**config.mk**
```make
export PLATFORM = sky130hd
export DESIGN_NAME = mdr_sequencer
export DESIGN_NICKNAME = d
export VERILOG_FILES = /design/src/rtl/mdr_sequencer.sv
export SDC_FILE = /design/constraint.sdc
export NUM_CORES = 1
export LEC_CHECK = 0
export ABC_AREA = 1
export CAP_MARGIN = 20
export CORE_UTILIZATION = 52
export DETAILED_ROUTE_END_ITERATION = 10
export PLACE_DENSITY_LB_ADDON = 0.05
export SETUP_SLACK_MARGIN = 0.1
export SLEW_MARGIN = 20
export SYNTH_ARGS = -nofsm -noshare
export SYNTH_HDL_FRONTEND = slang
export SYNTH_SLANG_ARGS = --single-unit
export TNS_END_PERCENT = 5
```
**constraint.sdc**
```tcl
create_clock -name clk -period 2.76 [get_ports clk]
set_input_delay 0.414 -clock clk [delete_from_list [all_inputs] [get_ports clk]]
set_output_delay 0.414 -clock clk [all_outputs]
set_load 0.02 [all_outputs]
```
**src/rtl/mdr_sequencer.sv**
```systemverilog
// Control sequencer for the multiply/divide/square-root datapath: load, iterate, capture, handshake.
// Outputs are flops updated alongside the state, so nothing combinational reaches them from inputs.
module mdr_sequencer #(
    parameter int DW    = 32,  // even, 4..62
    parameter int CNT_W = 6    // 2**CNT_W > DW
) (
    input  logic             clk,
    input  logic             rst,
    input  logic             i_start,
    input  logic [1:0]       i_op,
    input  logic             i_ack,
    input  logic             i_clear,
    output logic             o_load,
    output logic             o_shift_en,
    output logic [CNT_W-1:0] o_iter,
    output logic [1:0]       o_op_sel,
    output logic             o_final_flag,
    output logic             o_busy,
    output logic             o_ready,
    output logic             o_error
);

    typedef enum logic [2:0] {IDLE, LOAD, RUN, FINAL, DONE, ERR} state_t;

    localparam logic [CNT_W-1:0] MD_LAST = CNT_W'(DW - 1);
    localparam logic [CNT_W-1:0] SQ_LAST = CNT_W'(DW / 2 - 1);
    localparam logic [1:0]       OP_SQRT = 2'b10;
    localparam logic [1:0]       OP_ILL  = 2'b11;

    state_t           state;
    logic [CNT_W-1:0] cnt;
    logic [1:0]       op_sel;
    logic [CNT_W-1:0] last;

    // Only sqrt runs half-length; the latched op decides, never the live input.
    assign last     = (op_sel == OP_SQRT) ? SQ_LAST : MD_LAST;
    assign o_iter   = cnt;
    assign o_op_sel = op_sel;

    always_ff @(posedge clk or negedge rst) begin
        if (!rst) begin
            state        <= IDLE;
            cnt          <= '0;
            op_sel       <= 2'b00;
            o_load       <= 1'b0;
            o_shift_en   <= 1'b0;
            o_final_flag <= 1'b0;
            o_busy       <= 1'b0;
            o_ready      <= 1'b0;
            o_error      <= 1'b0;
        end else begin
            o_load       <= 1'b0;
            o_final_flag <= 1'b0;
            if (i_clear) begin
                state      <= IDLE;
                cnt        <= '0;
                o_shift_en <= 1'b0;
                o_busy     <= 1'b0;
                o_ready    <= 1'b0;
                o_error    <= 1'b0;
            end else begin
                case (state)
                    IDLE: begin
                        if (i_start) begin
                            op_sel <= i_op;
                            cnt    <= '0;
                            if (i_op == OP_ILL) begin
                                state   <= ERR;
                                o_error <= 1'b1;
                            end else begin
                                state  <= LOAD;
                                o_load <= 1'b1;
                                o_busy <= 1'b1;
                            end
                        end
                    end
                    LOAD: begin
                        state      <= RUN;
                        o_shift_en <= 1'b1;
                    end
                    RUN: begin
                        if (cnt == last) begin
                            state        <= FINAL;
                            cnt          <= '0;
                            o_shift_en   <= 1'b0;
                            o_final_flag <= 1'b1;
                        end else begin
                            cnt <= cnt + 1'b1;
                        end
                    end
                    FINAL: begin
                        state   <= DONE;
                        o_busy  <= 1'b0;
                        o_ready <= 1'b1;
                    end
                    DONE: begin
                        if (i_ack) begin
                            state   <= IDLE;
                            o_ready <= 1'b0;
                        end
                    end
                    ERR: begin
                        if (i_ack) begin
                            state   <= IDLE;
                            o_error <= 1'b0;
                        end
                    end
                    default: state <= IDLE;
                endcase
            end
        end
    end

endmodule

```
# --- Yosys cells after proc, flatten, opt, wreduce, memory -nomap -nowiden ---
# Index checks and enable logic that the tools add are counted.
word_totals:
  elab_cells: 72
  regBits: 17
  input_bits: 7
classes:
  bitwise_logic: 1
  n_mux: 32
  reduce_logical: 14
  n_eq_ne: 15
  n_addsub: 1
ops:
  columns: ["operator", "count"]
  rows:
  - ["6-bit 2-to-1 mux", 3]
  - ["3-bit inequality test (second input constant)", 6]
  - ["1-bit 2-to-1 mux", 17]
  - ["3-bit 2-to-1 mux", 5]
  - ["3-bit case mux with 5 select lines", 1]
  - ["3-bit nonzero test", 5]
  - ["6-bit case mux with 2 select lines", 1]
  - ["3-bit AND reduction", 3]
  - ["1-bit case mux with 2 select lines", 4]
  - ["6-bit by 1-bit adder with 6-bit output (second input constant)", 1]
  - ["3-bit by 2-bit equality test with 1-bit output (second input constant)", 2]
  - ["3-bit equality test (second input constant)", 2]
  - ["6-bit by 5-bit equality test with 1-bit output", 1]
  - ["2-bit AND reduction", 3]
  - ["5-bit 2-to-1 mux", 1]
  - ["2-bit equality test (second input constant)", 2]
  - ["4-bit AND reduction", 1]
  - ["3-bit by 1-bit equality test with 1-bit output (second input constant)", 1]
  - ["3-bit logical NOT", 1]
  - ["3-bit by 1-bit inequality test with 1-bit output (second input constant)", 1]
  - ["2-bit OR reduction", 1]
  - ["1-bit NOT", 1]

# --- Depth between registers and ports, before layout ---
# Gate-level depths: netlist of run 1.
depth:
  ltp_word: 6
  ltp_mapped: 9

# --- Worst setup path before layout of run 1 ---
# Ideal clock, no wire load.
synth_timing:
  path_kind: "reg2reg"
  from: "register cnt[0] (netlist: o_iter[0])"
  to: "register cnt[4] (netlist: o_iter[4])"
  synth_period_minus_slack_ps: 1386
  path_slack_ps: 1374
  required_time_ps: 2640
  arrival_time_ps: 1266
  path_stages_with_launch: 9
  n_path_buf: 0
  cell_sequence: "dfrtp_1 > ha_1 > nand3_1 > nor2_1 > nand3_1 > nand2_2 > nand2_4 > nand2_1 > nor2_2"
synth_via:
  elab_chain_cells: 4
synth_rtl:
  columns: ["element", "line", "source"]
  rows:
  - ["start, declared", "31", "logic [CNT_W-1:0] cnt;"]
  - ["start signal, assigned", "88", "cnt <= cnt + 1'b1;"]
  - ["6-bit by 1-bit adder with 6-bit output or 6-bit by 5-bit equality test with 1-bit output (tied branches)", "88, 82", null]
  - ["6-bit 2-to-1 mux *", "82", "if (cnt == last) begin"]
  - ["6-bit case mux with 2 select lines *", "62", "case (state)"]
  - ["6-bit 2-to-1 mux *", "54", "if (i_clear) begin"]
# Mark *: on every way between the ends. The rest lies on a longest branch, timed or not.
# A chain may end at the register's enable or synchronous reset.

# --- Worst setup path after layout of run 1 ---
layout_timing:
  from: "register cnt[4] (netlist: o_iter[4])"
  to: "output o_iter[4]"
layout_lines:
  columns: ["element", "line", "source"]
  rows:
  - ["end, declared", "15", "output logic [CNT_W-1:0] o_iter,"]
# No word-level cell between the ends.

==> flow_summary.json, run 1 <==
{
  "crit_buf_inv": 1,
  "finalCritPeriodShare_pct": 64.7,
  "port-buffer-count": 20,
  "cts_sinks": 17,
  "cts_buffer_depth": 2,
  "grt_usage_pct": 19.4,
  "synth_edf_count": 0,
  "drc": 0,
  "num_rows": 15,
  "cts_tree": "built",
  "synth_area_per_cell_um2": 8.34,
  "setup_violations": 0,
  "async_flop_share_pct": 100,
  "worstPathCellList": "clkdlybuf4s50_1",
  "startpoint": "o_iter[4]",
  "die_width_um": 44.8,
  "p_total_uw": 801,
  "ys_seq_elements": 17,
  "synth_cells": 114,
  "antenna_found_initial": 0,
  "path_class": "reg2out",
  "antenna_cells": 0,
  "worst_setup_path_end_kind": "primary output",
  "place.gp.congestion": 0.848,
  "status": "finished clean",
  "ys_top_cells_by_area": "dfrtp_1, nand3_1, nand2_1, inv_1, nor2_1",
  "die_area_um2": 2000,
  "dp_hpwl_um": 1350,
  "met3_usage_pct": 3.60,
  "cts_buffers": 3,
  "clkTransAtPathRegs_ps": 100,
  "p_per_area_nw_per_um2": 675,
  "yosys_warnings": 0,
  "ys_seq_area_share_pct": 44.7,
  "slowest_stage": "clkdlybuf4s50_1",
  "fin_area_um2": 1190,
  "ys.flop_type": "dfrtp_1",
  "min_from": "o_busy",
  "grt_max_degree": 18,
  "postPlaceCellArea_um2": 1160,
  "grt_overflow": 0,
  "routed_wl_um": 1790,
  "critical-path-top-delay-family": "buffers and inverters",
  "ios": 21,
  "synth_area_um2": 951,
  "first_iter_violations": 20,
  "postCtsSetupRepairBufs": 0,
  "wl_per_cell_um": 11.1,
  "cts-root-buf": "clkbuf_4",
  "drv_cap": 0,
  "postCtsHoldBufs": 0,
  "vias_per_cell": 4.98,
  "core_area_um2": 1730,
  "worst_pin_slew_ps": 746,
  "yosysUniqueCellTypes": 22,
  "hold_path.class": "reg2reg",
  "grt_busiest_layer": "met2",
  "synth_top_area_share_pct": 44.7,
  "postRouteAntennaNets": 0,
  "syn-num-nets": 122,
  "routed-via-count": 801,
  "startpoint_type": "register",
  "reg2reg_from": "o_iter[0]",
  "fin_crit_ps": 1780,
  "skew_ps": 4.56,
  "finalHoldViolations": 0,
  "post_cts_resized": 0,
  "p_leak_uw": 0.000560,
  "final_nets": 145,
  "setup_tns_ps": 0,
  "dr.pass1.iters": 4,
  "relSlewSlack_pct": 50.1,
  "max_freq_ghz": 0.560,
  "fin_util_pct": 68.7,
  "rsz0062_at_grt": "false",
  "ir_worst_vdd_mv": 0.419,
  "start_util_pct": 55.1,
  "drive_above_1_share_pct": 14.0,
  "cp_slowest_stage_delay_ps": 640,
  "clock_latency_ps": 290,
  "grt_pass1_vias": 663,
  "drv_slew": 0,
  "crit_arrival_ps": 1370,
  "grt_pass1_wl_um": 2770,
  "place_ws_ps": 864,
  "grt_use_met2_pct": 29.4,
  "use_met1_pct": 26.9,
  "die_h_um": 44.8,
  "syn_to_final_growth_pct": 24.7,
  "synth.largest_area_cell": "dfrtp_1",
  "htreeDepth": 1,
  "worstPathMaxFanout": 6,
  "cp.required_ps": 2350,
  "finalWorstSetupSlack_ps": 976
}
flip-flops by register name, summed over array words and instances, names as in the netlist:
register and flops:
o_iter 6, state 3, o_op_sel 2, o_busy 1, o_error 1, o_final_flag 1, o_load 1, o_ready 1
o_shift_en 1
path summary, 6_finish.rpt:
| check | to | slack [ps] | depth (start not counted) |
|---|---|---|---|
| max | o_iter[4] | 980 | 1 |
| min | o_busy | 530 | 2 |
| max reg2reg | o_iter[3] | 1310 | 8 |
| min reg2reg | o_busy | 530 | 2 |
| max in group asynchronous | o_iter[5] | 1740 | 1 |
| min in group asynchronous | o_ready | 550 | 1 |
layout make-up:
| cell class | instances | area [um^2] |
|---|---|---|
| Sequential cell | 17 | 425 |
| Clock buffer | 4 | 26.3 |
| Inverter | 16 | 65.1 |
| Tap cell | 25 | 31.3 |
| Multi-Input combinational cell | 79 | 438 |
| Fill cell | 143 | 541 |
| Timing Repair Buffer | 20 | 200 |
stage by stage:
| stage | cells | hold WS (ps) |
|---|---|---|
| after floorplan | 114 | 118 |
| after global placement | 157 | 507 |
| after detailed placement | 157 | 493 |
| after CTS | 161 | 532 |
| after global routing | 161 | 569 |
| final | 161 | 530 |
power by group:
| group | switching, uW | internal [uW] | leakage, uW | total [uW] |
|---|---|---|---|---|
| Sequential | 45.8 | 291 | 0.000228 | 337 |
| Combinational | 195 | 136 | 0.000317 | 331 |
| Clock | 77.1 | 56.2 | 0.0000150 | 133 |
cells in the mapped netlist, drive strengths merged, types with 2 or more instances:
| master | number |
|---|---|
| a21oi | 7 |
| a22oi | 2 |
| a31oi | 2 |
| buf | 2 |
| dfrtp | 17 |
| inv | 15 |
| nand2 | 25 |
| nand3 | 20 |
| nand4 | 2 |
| nor2 | 14 |
| nor3 | 3 |
| o21ai | 2 |
tightest hold or removal path, cell delays in order, from the launching register on:
cell and delay, ps:
dfrtp_1 360, a31oi_1 50, nor2_1 90
per-layer routing:
| metal | vias to the layer above | part of all wire [%] | wire length, um |
|---|---|---|---|
| met1 | 355 | 51 | 910 |
| met2 | 22 | 44 | 792 |
| met3 | 2 | 4.2 | 76 |
| li1 | 422 | - | - |
| met5 | - | 0 | 0 |
| met4 | 0 | 0.73 | 13 |
placed cells by master, fill, tap and decap left out, drive strengths merged:
master         instances
a21boi                 1
a21oi                  7
a22oi                  2
a31oi                  2
clkbuf                 4
clkdlybuf4s50         20
clkinv                 1
dfrtp                 17
ha                     1
inv                   15
nand2                 25
nand3                 20
nand4                  2
nor2                  14
nor3                   3
o21ai                  2
cell families (layout without fill, tap and decap cells):
logic type | after synthesis | after routing | synth area share [%]
adder cells (fa/ha/maj) | 1 | 1 | 1.32
flip-flops | 17 | 17 | 44.7
AND/OR/NAND/NOR | 64 | 64 | 36.3
buffers and inverters | 18 | 40 | 9.21
AO/OA/AOI/OAI | 14 | 14 | 8.42
No activity file was read; power rests on OpenSTA's default activity.
==> inputs of run 2 (changes only) <==
CORE_UTILIZATION = 44   (was 52)
clock period = 1.45 ns   (was 2.76 ns; I/O delays follow)
==> flow_summary.json, run 2 (synthesis results as in run 1) <==
{
  "cts_buffers": 3,
  "cts_tree": "built",
  "finalNonFillerCells": 174,
  "final_nets": 156,
  "drc": 0,
  "die_area_um2": 2350,
  "grt_pass1_wl_um": 3360,
  "fillers": 182,
  "setup_violations": 0,
  "worst_setup_path_end_kind": "primary output",
  "htreeDepth": 1,
  "cp.required_ps": 1230,
  "drv_slew": 0,
  "crit_buf_inv": 2,
  "first_iter_violations": 17,
  "skew_ps": 2.30,
  "worstPathMaxFanout": 4,
  "dp.cells": 166,
  "routed-via-count": 855,
  "worstPathCellList": "buf_4 -> clkdlybuf4s15_2",
  "final_common_cell": "nand2_1",
  "finalHoldViolations": 0,
  "worst_pin_slew_ps": 257,
  "drive_above_1_share_pct": 24.5,
  "cts_buffer_depth": 2,
  "hold_path.class": "in2async",
  "finalWorstSetupSlack_ps": 106,
  "die_width_um": 48.5,
  "core_area_um2": 2000,
  "layout_common_cells": "nand2_1, nand3_1, dfrtp_1",
  "fin_crit_ps": 1340,
  "p_total_uw": 1580,
  "status": "finished clean",
  "cp_slowest_stage_delay_ps": 440,
  "dr.pass1.iters": 5,
  "wl_per_cell_um": 11.4,
  "antenna_found_initial": 0,
  "ios": 21,
  "rsz0062_at_grt": "true",
  "grt_pass1_vias": 785,
  "routed_wl_um": 1980,
  "startpoint_type": "register",
  "dp_hpwl_um": 1450,
  "num_rows": 16,
  "start_util_pct": 47.5,
  "cts_sinks": 17,
  "crit_arrival_ps": 1130,
  "grt_max_degree": 18,
  "cts-root-buf": "clkbuf_4",
  "place.gp.congestion": 0.825,
  "vias_per_cell": 4.91,
  "syn_to_final_growth_pct": 34.3,
  "p_per_area_nw_per_um2": 1240,
  "fin_hold_ws_ps": 240,
  "die_h_um": 48.5,
  "r2r_cells": 8,
  "antenna_cells": 0,
  "place_ws_ps": 28.9,
  "relSlewSlack_pct": 82.8,
  "postRouteAntennaNets": 0,
  "critical-path-top-delay-family": "flip-flops",
  "clkTransAtPathRegs_ps": 100,
  "grt_usage_pct": 18.2,
  "finalCritPeriodShare_pct": 92.7,
  "path_class": "reg2out",
  "largest_register_ffs": 6,
  "max_freq_ghz": 0.744,
  "slowest_stage": "dfrtp_2",
  "port-buffer-count": 20,
  "setup_tns_ps": 0,
  "drv_cap": 0,
  "ir_worst_vdd_mv": 0.841,
  "p_leak_uw": 0.000657,
  "cp.depth": 2,
  "clock_latency_ps": 290,
  "grt_overflow": 0
}
-- run 2: cell count changes in the layout (fill, tap and decap cells not counted) --
cell / before / now
clkdlybuf4s50_1: 20 / 6
dlygate4sd2_1: 0 / 13
buf_4: 0 / 11
dfrtp_1: 17 / 14
dfrtp_2: 0 / 3
clkdlybuf4s15_2: 0 / 1
ha_1: 1 / 0
ha_4: 0 / 1
nand3_1: 19 / 18
nand3_2: 0 / 1
-- run 2: worst paths after layout --
kind	from	to	slack, ps
hold reg to reg	o_error	o_error	510
max in group asynchronous	rst	o_iter[0]	1000
min in group clk	i_op[1]	o_op_sel[1]	500
hold / removal	rst	o_ready	240
setup / recovery	o_iter[0]	o_iter[0]	110
setup reg to reg	state[1]	o_iter[4]	130
-- run 2: where the power goes --
group | leakage (uW) | internal [uW] | switching (uW)
logic | 0.000419 | 285 | 404
clock network | 0.0000150 | 107 | 157
registers | 0.000223 | 557 | 68.3
-- run 2: cell type report --
type	instances	area [um^2]	share of cell area, %
clock buffers	4	26.3	2.06
repair buffers	31	268	21.0
flip-flops and latches	17	429	33.6
multi-input cells	79	455	35.7
well taps	27	33.8	2.64
inverters	16	65.1	5.09
-- run 2: repair_timing --
| item | 4_1_cts | 5_1_grt |
|---|---|---|
| gates cloned | 0 | 0 |
| setup endpoints to repair | 17 | 15 |
| buffers inserted | 0 | 4 |
| hold buffers | 0 | 0 |
| pin swaps | 0 | 5 |
| gates resized for setup | 17 | 3 |
-- run 2: metal layers --
metal  vias to the layer above  part of all wire, %  track usage [%]
met4                         0                  1.3             7.35
met3                         4                  2.8             2.20
met2                        15                   45             27.7
li1                        441                    -                -
met1                       395                   51             26.5
met5                         -                    0                0
-- run 2: metrics by stage --
stage	utilization [%]	instance area, um^2
finish	63.8	1280
global route	63.8	1280
detailed placement	60.8	1220
CTS	61.5	1230
floorplan	-	953
global placement	60.8	1220
==> inputs of run 3 (changes only) <==
PLACE_DENSITY = 0.85   (was default)
PLACE_DENSITY_LB_ADDON = default   (was 0.05)
==> flow_summary.json, run 3 (synthesis results as in run 1) <==
{
  "hold_path.class": "in2async",
  "num_rows": 16,
  "startpoint_type": "register",
  "dp_hpwl_um": 1480,
  "setup_tns_ps": 0,
  "p_per_area_nw_per_um2": 1240,
  "setup_violations": 0,
  "ir_worst_vdd_mv": 0.707,
  "final_common_cell": "nand2_1",
  "clock_latency_ps": 300,
  "syn_to_final_growth_pct": 33.4,
  "crit_arrival_ps": 1530,
  "drive_above_1_share_pct": 24.0,
  "relSlewSlack_pct": 82.4,
  "routed-via-count": 885,
  "cts_buffers": 3,
  "start_util_pct": 47.5,
  "grt_pass1_vias": 765,
  "clkTransAtPathRegs_ps": 100,
  "dr.pass1.iters": 4,
  "die_area_um2": 2350,
  "fin_crit_ps": 1340,
  "r2r_cells": 8,
  "grt_overflow": 0,
  "drv_slew": 0,
  "worst_setup_path_end_kind": "register",
  "cts_sinks": 17,
  "skew_ps": 10.6,
  "grt_usage_pct": 17.9,
  "postRouteAntennaNets": 0,
  "vias_per_cell": 5.12,
  "fin_util_pct": 63.4,
  "place.gp.congestion": 0.824,
  "drc": 0,
  "largest_register_ffs": 6,
  "worst_pin_slew_ps": 264,
  "p_leak_uw": 0.000653,
  "cts-root-buf": "clkbuf_4",
  "grt_max_degree": 18,
  "max_freq_ghz": 0.745,
  "cts_buffer_depth": 2,
  "die_h_um": 48.5,
  "worstPathMaxFanout": 8,
  "antenna_cells": 0,
  "ios": 21,
  "port-buffer-count": 20,
  "cp.required_ps": 1640,
  "drv_cap": 0,
  "cts_tree": "built",
  "finalCritPeriodShare_pct": 92.5,
  "wl_per_cell_um": 11.7,
  "rsz0062_at_grt": "true",
  "antenna_found_initial": 0,
  "die_width_um": 48.5,
  "routed_wl_um": 2030,
  "finalHoldViolations": 0,
  "layout_common_cells": "nand2_1, nand3_1, dfrtp_1",
  "grt_pass1_wl_um": 3240,
  "first_iter_violations": 27,
  "final_nets": 155,
  "core_area_um2": 2000,
  "path_class": "reg2reg",
  "status": "finished clean",
  "htreeDepth": 1
}
run 3: cell types whose count changed in the layout (fill, tap and decap cells not counted):
cell,before,now
nand2_2,2,1
nand2_4,3,4
buf_4,11,10
clkbuf_2,0,1
clkdlybuf4s15_2,1,0
run 3: timing repair:
action,4_1_cts,5_1_grt
hold buffers,0,0
pin swaps,0,5
gates resized for setup,18,3
setup buffers,0,5
endpoints found under the setup margin,18,10
run 3: stage by stage:
step                setup slack, ps  total power [uW]  hold slack, ps  cell area [um^2]  instances
finish                          108              1570             239              1270        173
global route                   32.2              1680             249              1270        173
CTS                             107              1530             252              1220        168
floorplan                       143              1090           -78.1               953        114
detailed placement             9.96              1320             503              1200        164
global placement               54.5              1290             496              1200        164
run 3: worst max-delay path, cell delays in order, from the launching register on:
cell and delay [ps]:
dfrtp_2 440, inv_2 90, nand2_2 80, nor2_4 200
nand2_4 110, nand2_8 110, nand3_1 70, nand2_1 90
nor2_2 30
run 3: power breakdown:
part	switching, uW	total, uW	internal (uW)
sequential	70.3	627	557
combinational	417	687	270
clock	149	256	107
run 3: layout make-up:
cell class	instances	area (um^2)
clock buffers	4	26.3
fillers	177	733
inverters	16	65.1
multi-input cells	79	460
flip-flops and latches	17	429
well taps	27	33.8
repair buffers	30	254
run 3: path summary, 6_finish.rpt:
path                       slack [ps]          end     start
max                               110    o_iter[3]  state[1]
min                               240      o_ready       rst
max reg2reg                       110    o_iter[3]  state[1]
min reg2reg                       520      o_error   o_error
max in group asynchronous        1000    o_iter[1]       rst
min in group clk                  510  o_op_sel[1]   i_op[1]
run 3: routing by layer:
layer | wire, um | vias to the layer above | global-route usage [%]
met5 | 0 | - | 0
met4 | 44 | 0 | 11.3
met3 | 76 | 5 | 3.14
met2 | 975 | 27 | 27.5
met1 | 930 | 413 | 23.5
li1 | - | 440 | -
